`src/rtl/sc_upc_pkg.sv`:
```
// Shared definitions for the microprogram sequencer: COND encodings,
// decode-address construction constants and field widths.
package sc_upc_pkg;

    localparam int unsigned COND_WIDTH     = 3;
    localparam int unsigned OP_WIDTH       = 2;
    localparam int unsigned OP3_WIDTH      = 6;
    localparam int unsigned CNT_WIDTH      = 16;
    localparam int unsigned DEC_ADDR_WIDTH = 11;

    localparam logic [COND_WIDTH-1:0] COND_NEXT   = 3'b000;
    localparam logic [COND_WIDTH-1:0] COND_JMP_N  = 3'b001;
    localparam logic [COND_WIDTH-1:0] COND_JMP_Z  = 3'b010;
    localparam logic [COND_WIDTH-1:0] COND_JMP_V  = 3'b011;
    localparam logic [COND_WIDTH-1:0] COND_JMP_C  = 3'b100;
    localparam logic [COND_WIDTH-1:0] COND_JMP_IR = 3'b101;
    localparam logic [COND_WIDTH-1:0] COND_JMP    = 3'b110;
    localparam logic [COND_WIDTH-1:0] COND_DECODE = 3'b111;

    localparam logic       DEC_PREFIX  = 1'b1;
    localparam logic [1:0] DEC_LOW_PAD = 2'b00;

    // Decode target: {1, op, op3, 00}, an 11-bit microstore address.
    function automatic logic [DEC_ADDR_WIDTH-1:0] decode_addr(
        input logic [OP_WIDTH-1:0]  op,
        input logic [OP3_WIDTH-1:0] op3
    );
        return {DEC_PREFIX, op, op3, DEC_LOW_PAD};
    endfunction

endpackage

```
`src/rtl/sc_upc_cond_eval.sv`:
```
// Branch-condition evaluator for the microprogram sequencer.
// Ports:
//   i_cond          COND field of the current microinstruction
//   i_n/i_z/i_v/i_c PSR condition flags
//   i_ir13          IR[13]
//   o_jump_true_c   conditional or unconditional jump whose condition holds
//   o_decode_c      COND selects decode
module sc_upc_cond_eval
    import sc_upc_pkg::*;
(
    input  logic [COND_WIDTH-1:0] i_cond,
    input  logic                  i_n,
    input  logic                  i_z,
    input  logic                  i_v,
    input  logic                  i_c,
    input  logic                  i_ir13,
    output logic                  o_jump_true_c,
    output logic                  o_decode_c
);

    // Jump-condition selection from COND.
    always_comb begin
        o_jump_true_c = 1'b0;
        o_decode_c    = 1'b0;
        case (i_cond)
            COND_JMP_N:  o_jump_true_c = i_n;
            COND_JMP_Z:  o_jump_true_c = i_z;
            COND_JMP_V:  o_jump_true_c = i_v;
            COND_JMP_C:  o_jump_true_c = i_c;
            COND_JMP_IR: o_jump_true_c = i_ir13;
            COND_JMP:    o_jump_true_c = 1'b1;
            COND_DECODE: o_decode_c    = 1'b1;
            default:     o_jump_true_c = 1'b0;
        endcase
    end

endmodule

```
`src/rtl/sc_upc_sequencer.sv`:
```
// Microprogram sequencer: holds the micro-PC and selects next / jump /
// decode each cycle from COND, the PSR flags and IR bits.
// Ports:
//   SC_uPC_CLOCK_50       clock (rising edge)
//   SC_uPC_Reset_InHigh   synchronous active-high reset (priority over stall)
//   SC_uPC_Stall_InHigh   hold all state
//   SC_uPC_Cond           COND field
//   SC_uPC_JumpAddr       JUMP ADDR field
//   SC_uPC_IR_Op/Op3/Bit13 instruction-register fields for decode / IR[13] test
//   PSR_*_InHigh          N, Z, V, C flags
//   SC_uPC_Address        registered micro-PC
//   SC_uPC_Taken_InHigh   registered: last update loaded a jump/decode target
//   SC_uPC_TakenCount     saturating taken-transfer count
// Optional feature: SC_UPC_TAKEN_COUNT_EN enables the taken counter;
// without it SC_uPC_TakenCount is constant zero.
module sc_upc_sequencer
    import sc_upc_pkg::*;
#(
    parameter int unsigned UADDR_WIDTH = 11,
    parameter int unsigned UADDR_INIT  = 0
) (
    input  logic                   SC_uPC_CLOCK_50,
    input  logic                   SC_uPC_Reset_InHigh,
    input  logic                   SC_uPC_Stall_InHigh,
    input  logic [COND_WIDTH-1:0]  SC_uPC_Cond,
    input  logic [UADDR_WIDTH-1:0] SC_uPC_JumpAddr,
    input  logic [OP_WIDTH-1:0]    SC_uPC_IR_Op,
    input  logic [OP3_WIDTH-1:0]   SC_uPC_IR_Op3,
    input  logic                   SC_uPC_IR_Bit13,
    input  logic                   PSR_Negative_InHigh,
    input  logic                   PSR_Zero_InHigh,
    input  logic                   PSR_Overflow_InHigh,
    input  logic                   PSR_Carry_InHigh,
    output logic [UADDR_WIDTH-1:0] SC_uPC_Address,
    output logic                   SC_uPC_Taken_InHigh,
    output logic [CNT_WIDTH-1:0]   SC_uPC_TakenCount
);

    logic [UADDR_WIDTH-1:0] r_upc;
    logic                   r_taken;
    logic                   w_jump_true;
    logic                   w_decode;
    logic                   w_taken;
    logic [UADDR_WIDTH-1:0] w_upc_inc;
    logic [UADDR_WIDTH-1:0] w_dec_addr;
    logic [UADDR_WIDTH-1:0] w_upc_next;

    sc_upc_cond_eval u_cond_eval (
        .i_cond        (SC_uPC_Cond),
        .i_n           (PSR_Negative_InHigh),
        .i_z           (PSR_Zero_InHigh),
        .i_v           (PSR_Overflow_InHigh),
        .i_c           (PSR_Carry_InHigh),
        .i_ir13        (SC_uPC_IR_Bit13),
        .o_jump_true_c (w_jump_true),
        .o_decode_c    (w_decode)
    );

    assign w_taken    = w_jump_true | w_decode;
    assign w_upc_inc  = r_upc + UADDR_WIDTH'(1);
    assign w_dec_addr = UADDR_WIDTH'(decode_addr(SC_uPC_IR_Op, SC_uPC_IR_Op3));

    // Next-address mux.
    always_comb begin
        w_upc_next = w_upc_inc;
        if (w_decode) begin
            w_upc_next = w_dec_addr;
        end else if (w_jump_true) begin
            w_upc_next = SC_uPC_JumpAddr;
        end
    end

    // Micro-PC and taken flag; reset wins over stall.
    always_ff @(posedge SC_uPC_CLOCK_50) begin
        if (SC_uPC_Reset_InHigh) begin
            r_upc   <= UADDR_WIDTH'(UADDR_INIT);
            r_taken <= 1'b0;
        end else if (!SC_uPC_Stall_InHigh) begin
            r_upc   <= w_upc_next;
            r_taken <= w_taken;
        end
    end

    assign SC_uPC_Address      = r_upc;
    assign SC_uPC_Taken_InHigh = r_taken;

`ifdef SC_UPC_TAKEN_COUNT_EN
    logic [CNT_WIDTH-1:0] r_taken_cnt;

    // Saturating count of taken transfers.
    always_ff @(posedge SC_uPC_CLOCK_50) begin
        if (SC_uPC_Reset_InHigh) begin
            r_taken_cnt <= '0;
        end else if (!SC_uPC_Stall_InHigh && w_taken && (r_taken_cnt != '1)) begin
            r_taken_cnt <= r_taken_cnt + CNT_WIDTH'(1);
        end
    end

    assign SC_uPC_TakenCount = r_taken_cnt;
`else
    assign SC_uPC_TakenCount = '0;
`endif

endmodule

```
`config.mk`:
```
export PLATFORM = sky130hd
export DESIGN_NAME = sc_upc_sequencer
export DESIGN_NICKNAME = d
export VERILOG_FILES = /design/src/rtl/sc_upc_pkg.sv /design/src/rtl/sc_upc_cond_eval.sv /design/src/rtl/sc_upc_sequencer.sv
export SDC_FILE = /design/constraint.sdc
export NUM_CORES = 1
export LEC_CHECK = 0
export CORE_ASPECT_RATIO = 0.9
export CORE_UTILIZATION = 33
export CTS_CLUSTER_DIAMETER = 200
export DETAILED_ROUTE_END_ITERATION = 7
export PLACE_DENSITY = 0.74
export SLEW_MARGIN = 20
export SYNTH_ARGS = -nofsm -noshare
export SYNTH_HDL_FRONTEND = slang
export SYNTH_SLANG_ARGS = --single-unit
export TNS_END_PERCENT = 30
```
`constraint.sdc`:
```
create_clock -name SC_uPC_CLOCK_50 -period 1.5 [get_ports SC_uPC_CLOCK_50]
set_input_delay 0.225 -clock SC_uPC_CLOCK_50 [delete_from_list [all_inputs] [get_ports SC_uPC_CLOCK_50]]
set_output_delay 0.225 -clock SC_uPC_CLOCK_50 [all_outputs]
set_load 0.005 [all_outputs]
```
**After elaboration in Yosys (flattened, before gate mapping)**

Index checks and enable logic that the tools add are counted.

- Register bits after elaboration: 12
- Word-level logic and storage cells: 15

- Add/sub/neg operators: 1
- Eq/ne operators: 7
- Multiplexer cells: 4
- Bitwise operators: 1

Operators by type and width:

| operator | number |
|---|---|
| $mux W11 | 2 |
| $eq A3 B3 Y1 const B | 4 |
| $add A11 B1 Y11 const B | 1 |
| $eq A3 B2 Y1 const B | 2 |
| $pmux W1 S6 | 1 |
| $eq A3 B1 Y1 const B | 1 |
| $mux W1 | 1 |
| $or A1 B1 Y1 | 1 |

**Depth between registers and ports, before layout**

- Word-level depth: 4
- Gate-level depth with buffers: 6
- Mapped depth without buffers: 6

**Hierarchy**

Synthesis repeated with hierarchy kept, for this count alone.

- Cell total of the unflattened synthesis: 135
- Area total of the unflattened synthesis: 1036.0 µm²

Modules (own cells, without submodules):

| module | instances | cells each | area an instance (µm²) | seq. area each (µm²) |
|---|---|---|---|---|
| sc_upc_sequencer | 1 | 126 | 975.9 | 240.2 |
| sc_upc_cond_eval | 1 | 9 | 60.1 | 0.0 |

**Worst setup path before layout**

Ideal clock, no wire load.

- Kind: flip-flop to flip-flop
- Start: reg r_upc[0], in the netlist SC_uPC_Address[0]
- End: reg r_upc[10], in the netlist SC_uPC_Address[10]
- Library setup time: 0.086 ns
- Arrival time: 1.613 ns
- Data required time: 1.414 ns
- Path slack: -0.199 ns
- Stages on the path, launching flop included: 7
- Buffers on the path: 0
- Cells stage by stage: dfxtp_1 ha_1 and4_4 or3b_1 xnor2_1 mux2i_1 a221oi_2

- Longest elaborated chain between the ends: 3

RTL lines:

| what | RTL line | RTL |
|---|---|---|
| from (decl) | sc_upc_sequencer.sv:39 | `logic [UADDR_WIDTH-1:0] r_upc;` |
| from (signal assigned) | sc_upc_sequencer.sv:76 | `r_upc <= UADDR_WIDTH'(UADDR_INIT);` |
| from (signal assigned) | sc_upc_sequencer.sv:79 | `r_upc <= w_upc_next;` |
| $add A11 B1 Y11 | sc_upc_sequencer.sv:60 | `assign w_upc_inc = r_upc + UADDR_WIDTH'(1);` |
| $mux W11 | sc_upc_sequencer.sv:68 | `end else if (w_jump_true) begin` |
| $mux W11 | sc_upc_sequencer.sv:66 | `if (w_decode) begin` |

No other way between the ends.
A chain may end at the register's enable or synchronous reset.

**Final worst setup path**

- Start: reg r_upc[1], in the netlist SC_uPC_Address[1]
- End: reg r_upc[10], in the netlist SC_uPC_Address[10]

Same word-level chain as after synthesis.

==> flow_summary.yaml <==
global_routing:
  first_global_vias: 967
  antenna_found_initial: 0
  grt_pass1_wl_mm: 4.26
  grt_overflow: 0
  grt_max_degree: 9
  grt_use_total_pct: 18.4
critical_path:
  rrSetupSlack_ns: -0.11
  endpoint_kind: "register"
  cp_num_buf_inv: 0
  crit_path_start_kind: "register"
  cp_num_cells: 6
  regToRegStartpoint: "SC_uPC_Address[1]$_SDFFE_PP0N_"
  required_ns: 1.70
  max_stage_delay_ns: 0.37
  r2r-end: "SC_uPC_Address[10]$_SDFFE_PP0N_"
  path_max_fanout: 2
  r2r_cells: 6
  cp_top_family: "simple AND/OR/NAND/NOR gates"
  slowest_stage: "dfxtp_4"
  crit_type: "reg -> reg"
  crit_chain: "ha_4, and4_4, or3b_1, xnor2_1, mux2i_1, a221oi_2"
  arrival_ns: 1.81
synth:
  yosysWarnings: 0
  synthFlopType: "dfxtp_1"
  synth_edf_count: 0
  synthesis.area_um2: 933
  ys_types: 32
  yosysTopAreaCell: "dfxtp_1"
  ys_seq_area_share_pct: 25.7
  synth_top_area_share_pct: 25.7
  synthTopCellsByArea: "dfxtp_1, buf_4, mux2i_1, a21oi_1, xnor2_1"
  synth-seq-cells: 12
  yosysMostFrequentCell: "buf_4"
  async_reset_ff_share_pct: 0
  netlist_top_cells_count: "buf_4, dfxtp_1, a21oi_1"
  netlist_instances: 115
  avgSynthCellArea_um2: 8.12
detailed_routing:
  viasPerCell: 4.71
  first_pass_iters: 8
  drc: 3
  drt_iter0_drc: 25
  wl_per_cell_um: 12.2
  wl_mm: 2.68
  num_vias: 1036
  final_antenna_net_count: 0
final_layout:
  n_fill_cell: 223
  area_growth_pct: 70.4
  num_antenna_cells: 0
  layout-drive-gt1-share_pct: 24.7
  fin_nets: 214
  post-route-util_pct: 61.8
  fin_area_um2: 1590
placement:
  io_buffers: 41
  gp_congestion: 0.795
  hpwlAfterDp_mm: 2.23
  placed_cell_area_um2: 1530
worst_hold_path:
  min_from: "SC_uPC_Taken_InHigh$_SDFFE_PP0N_"
  holdPathEnd: "SC_uPC_Taken_InHigh$_SDFFE_PP0N_"
  min_path_cells: 2
  hold_path_class: "reg -> reg"
floorplanning:
  die_w_um: 58.1
  die_y_um: 52.5
  die_area_um2: 3050
  core-area_um2: 2570
  rows: 17
  ios: 58
  start_util_pct: 36.3
sta:
  slew_viol_final: 0
  hold_slack_ns: 0.474
  timing.fmax_mhz: 620
  clock_skew_ns: 0.0170
  fin_crit_ns: 1.61
  rsz0062_at_grt: "yes"
  setup_slack_ns: -0.112
  setup_viol: 2
  timing.final.crit_share_pct: 107
  finalHoldViolations: 0
power:
  vdd_ir_drop_max_mv: 0.301
  intPower_uw: 685
  pwr-share-seq_pct: 37.7
  leakage_uw: 0.000712
  clockPowerShare_pct: 22.2
  swShare_pct: 29.5
  finalPower_uw: 972
  combinationalPowerShare_pct: 40.1
  p_sw_uw: 286
  power_density_nw_per_um2: 611
flow_run:
  cap_violations: 0
clock_tree:
  clockBufferDepth: 2
  postCtsHoldBufs: 0
  h-tree-depth: 1
  clk_pin_slew_ns: 0.09
  clk_latency_ns: 0.28
  cts_root_buf: "clkbuf_4"
  post_cts_buffers: 0
  numClockSinks: 12
  cts_made_buffers: 3
  tritoncts: "done"
outcome:
  outcome: "finished with violations"
  violations: "design-rule violations, negative setup slack"
## routing by layer
layer / track usage, % / routed length [um]
met3: 4.69 / 176
met1: 22.2 / 1150
met5: 0 / 0
met2: 31.6 / 1330
met4: 6.75 / 18
## metrics by stage
stage	setup TNS (ns)	std cells	setup slack (ns)
floorplan	-0.0871	130	-0.0871
global placement	-2.47	216	-0.239
detailed placement	-3.22	216	-0.321
CTS	-0.143	220	-0.104
global route	-0.293	220	-0.200
finish	-0.135	220	-0.112
## layout make-up
cell class	instances	area, um2	share of cell area (%)
Clock buffer	4	26.3	1.65
Inverter	7	26.3	1.65
Multi-Input combinational cell	91	607	38.2
Sequential cell	12	254	16.0
Tap cell	38	47.5	2.99
Timing Repair Buffer	68	629	39.6
## worst reg2reg max path: stages (launching register included)
cell and delay (ns):
dfxtp_4 0.37, ha_4 0.13, and4_4 0.22, or3b_1 0.36
xnor2_1 0.14, mux2i_1 0.10, a221oi_2 0.22
## state kept, by name, indices dropped and copies added, names as in the netlist
name	flops
SC_uPC_Address	11
SC_uPC_Taken_InHigh	1
## repair_timing
item | CTS | global route
gates resized for setup | 3 | 12
pin swaps | 1 | 1
setup endpoints to repair | 7 | 13
## cells in the final DEF, fill, tap and decap left out, drive strengths merged, types with 5 or more instances in the layout
cell type       n
conb           16
inv             7
clkdlybuf4s50  36
a21oi          11
nor2            5
xnor2           6
dfxtp          12
mux2i          10
buf            27
nand2           6
## worst max path at each step
stage	from	endpoint	slack, ns
6_report	SC_uPC_Address[1]$_SDFFE_PP0N_	SC_uPC_Address[10]$_SDFFE_PP0N_	-0.11
5_1_grt	SC_uPC_Address[1]$_SDFFE_PP0N_	SC_uPC_Address[10]$_SDFFE_PP0N_	-0.20
4_1_cts	SC_uPC_Address[1]$_SDFFE_PP0N_	SC_uPC_Address[10]$_SDFFE_PP0N_	-0.10
3_3_place_gp	SC_uPC_Cond[1]	SC_uPC_Address[10]$_SDFFE_PP0N_	-0.24
2_1_floorplan	SC_uPC_Address[1]$_SDFFE_PP0N_	SC_uPC_Address[10]$_SDFFE_PP0N_	-0.09
3_5_place_dp	SC_uPC_Cond[1]	SC_uPC_Address[2]$_SDFFE_PP0N_	-0.32
## power groups by stage
stage	sequential, uW	clock [uW]	combinational, uW
2_1_floorplan	385	0	174
3_3_place_gp	370	0	375
3_5_place_dp	372	0	382
4_1_cts	365	221	384
5_1_grt	370	245	421
6_report	367	216	389
## logic make-up (layout without fill, tap and decap cells)
kind of cell	after synthesis	count (layout)	synth area share, %
AO/OA/AOI/OAI	31	31	21.8
XOR/XNOR	8	8	7.51
adder cells (fa/ha/maj)	1	1	1.34
buffers and inverters	27	79	18.1
flip-flops	12	12	25.7
multiplexers	10	10	10.7
other	1	16	0.402
AND/OR/NAND/NOR	25	25	14.3
Power figures use the tool's default switching activity.
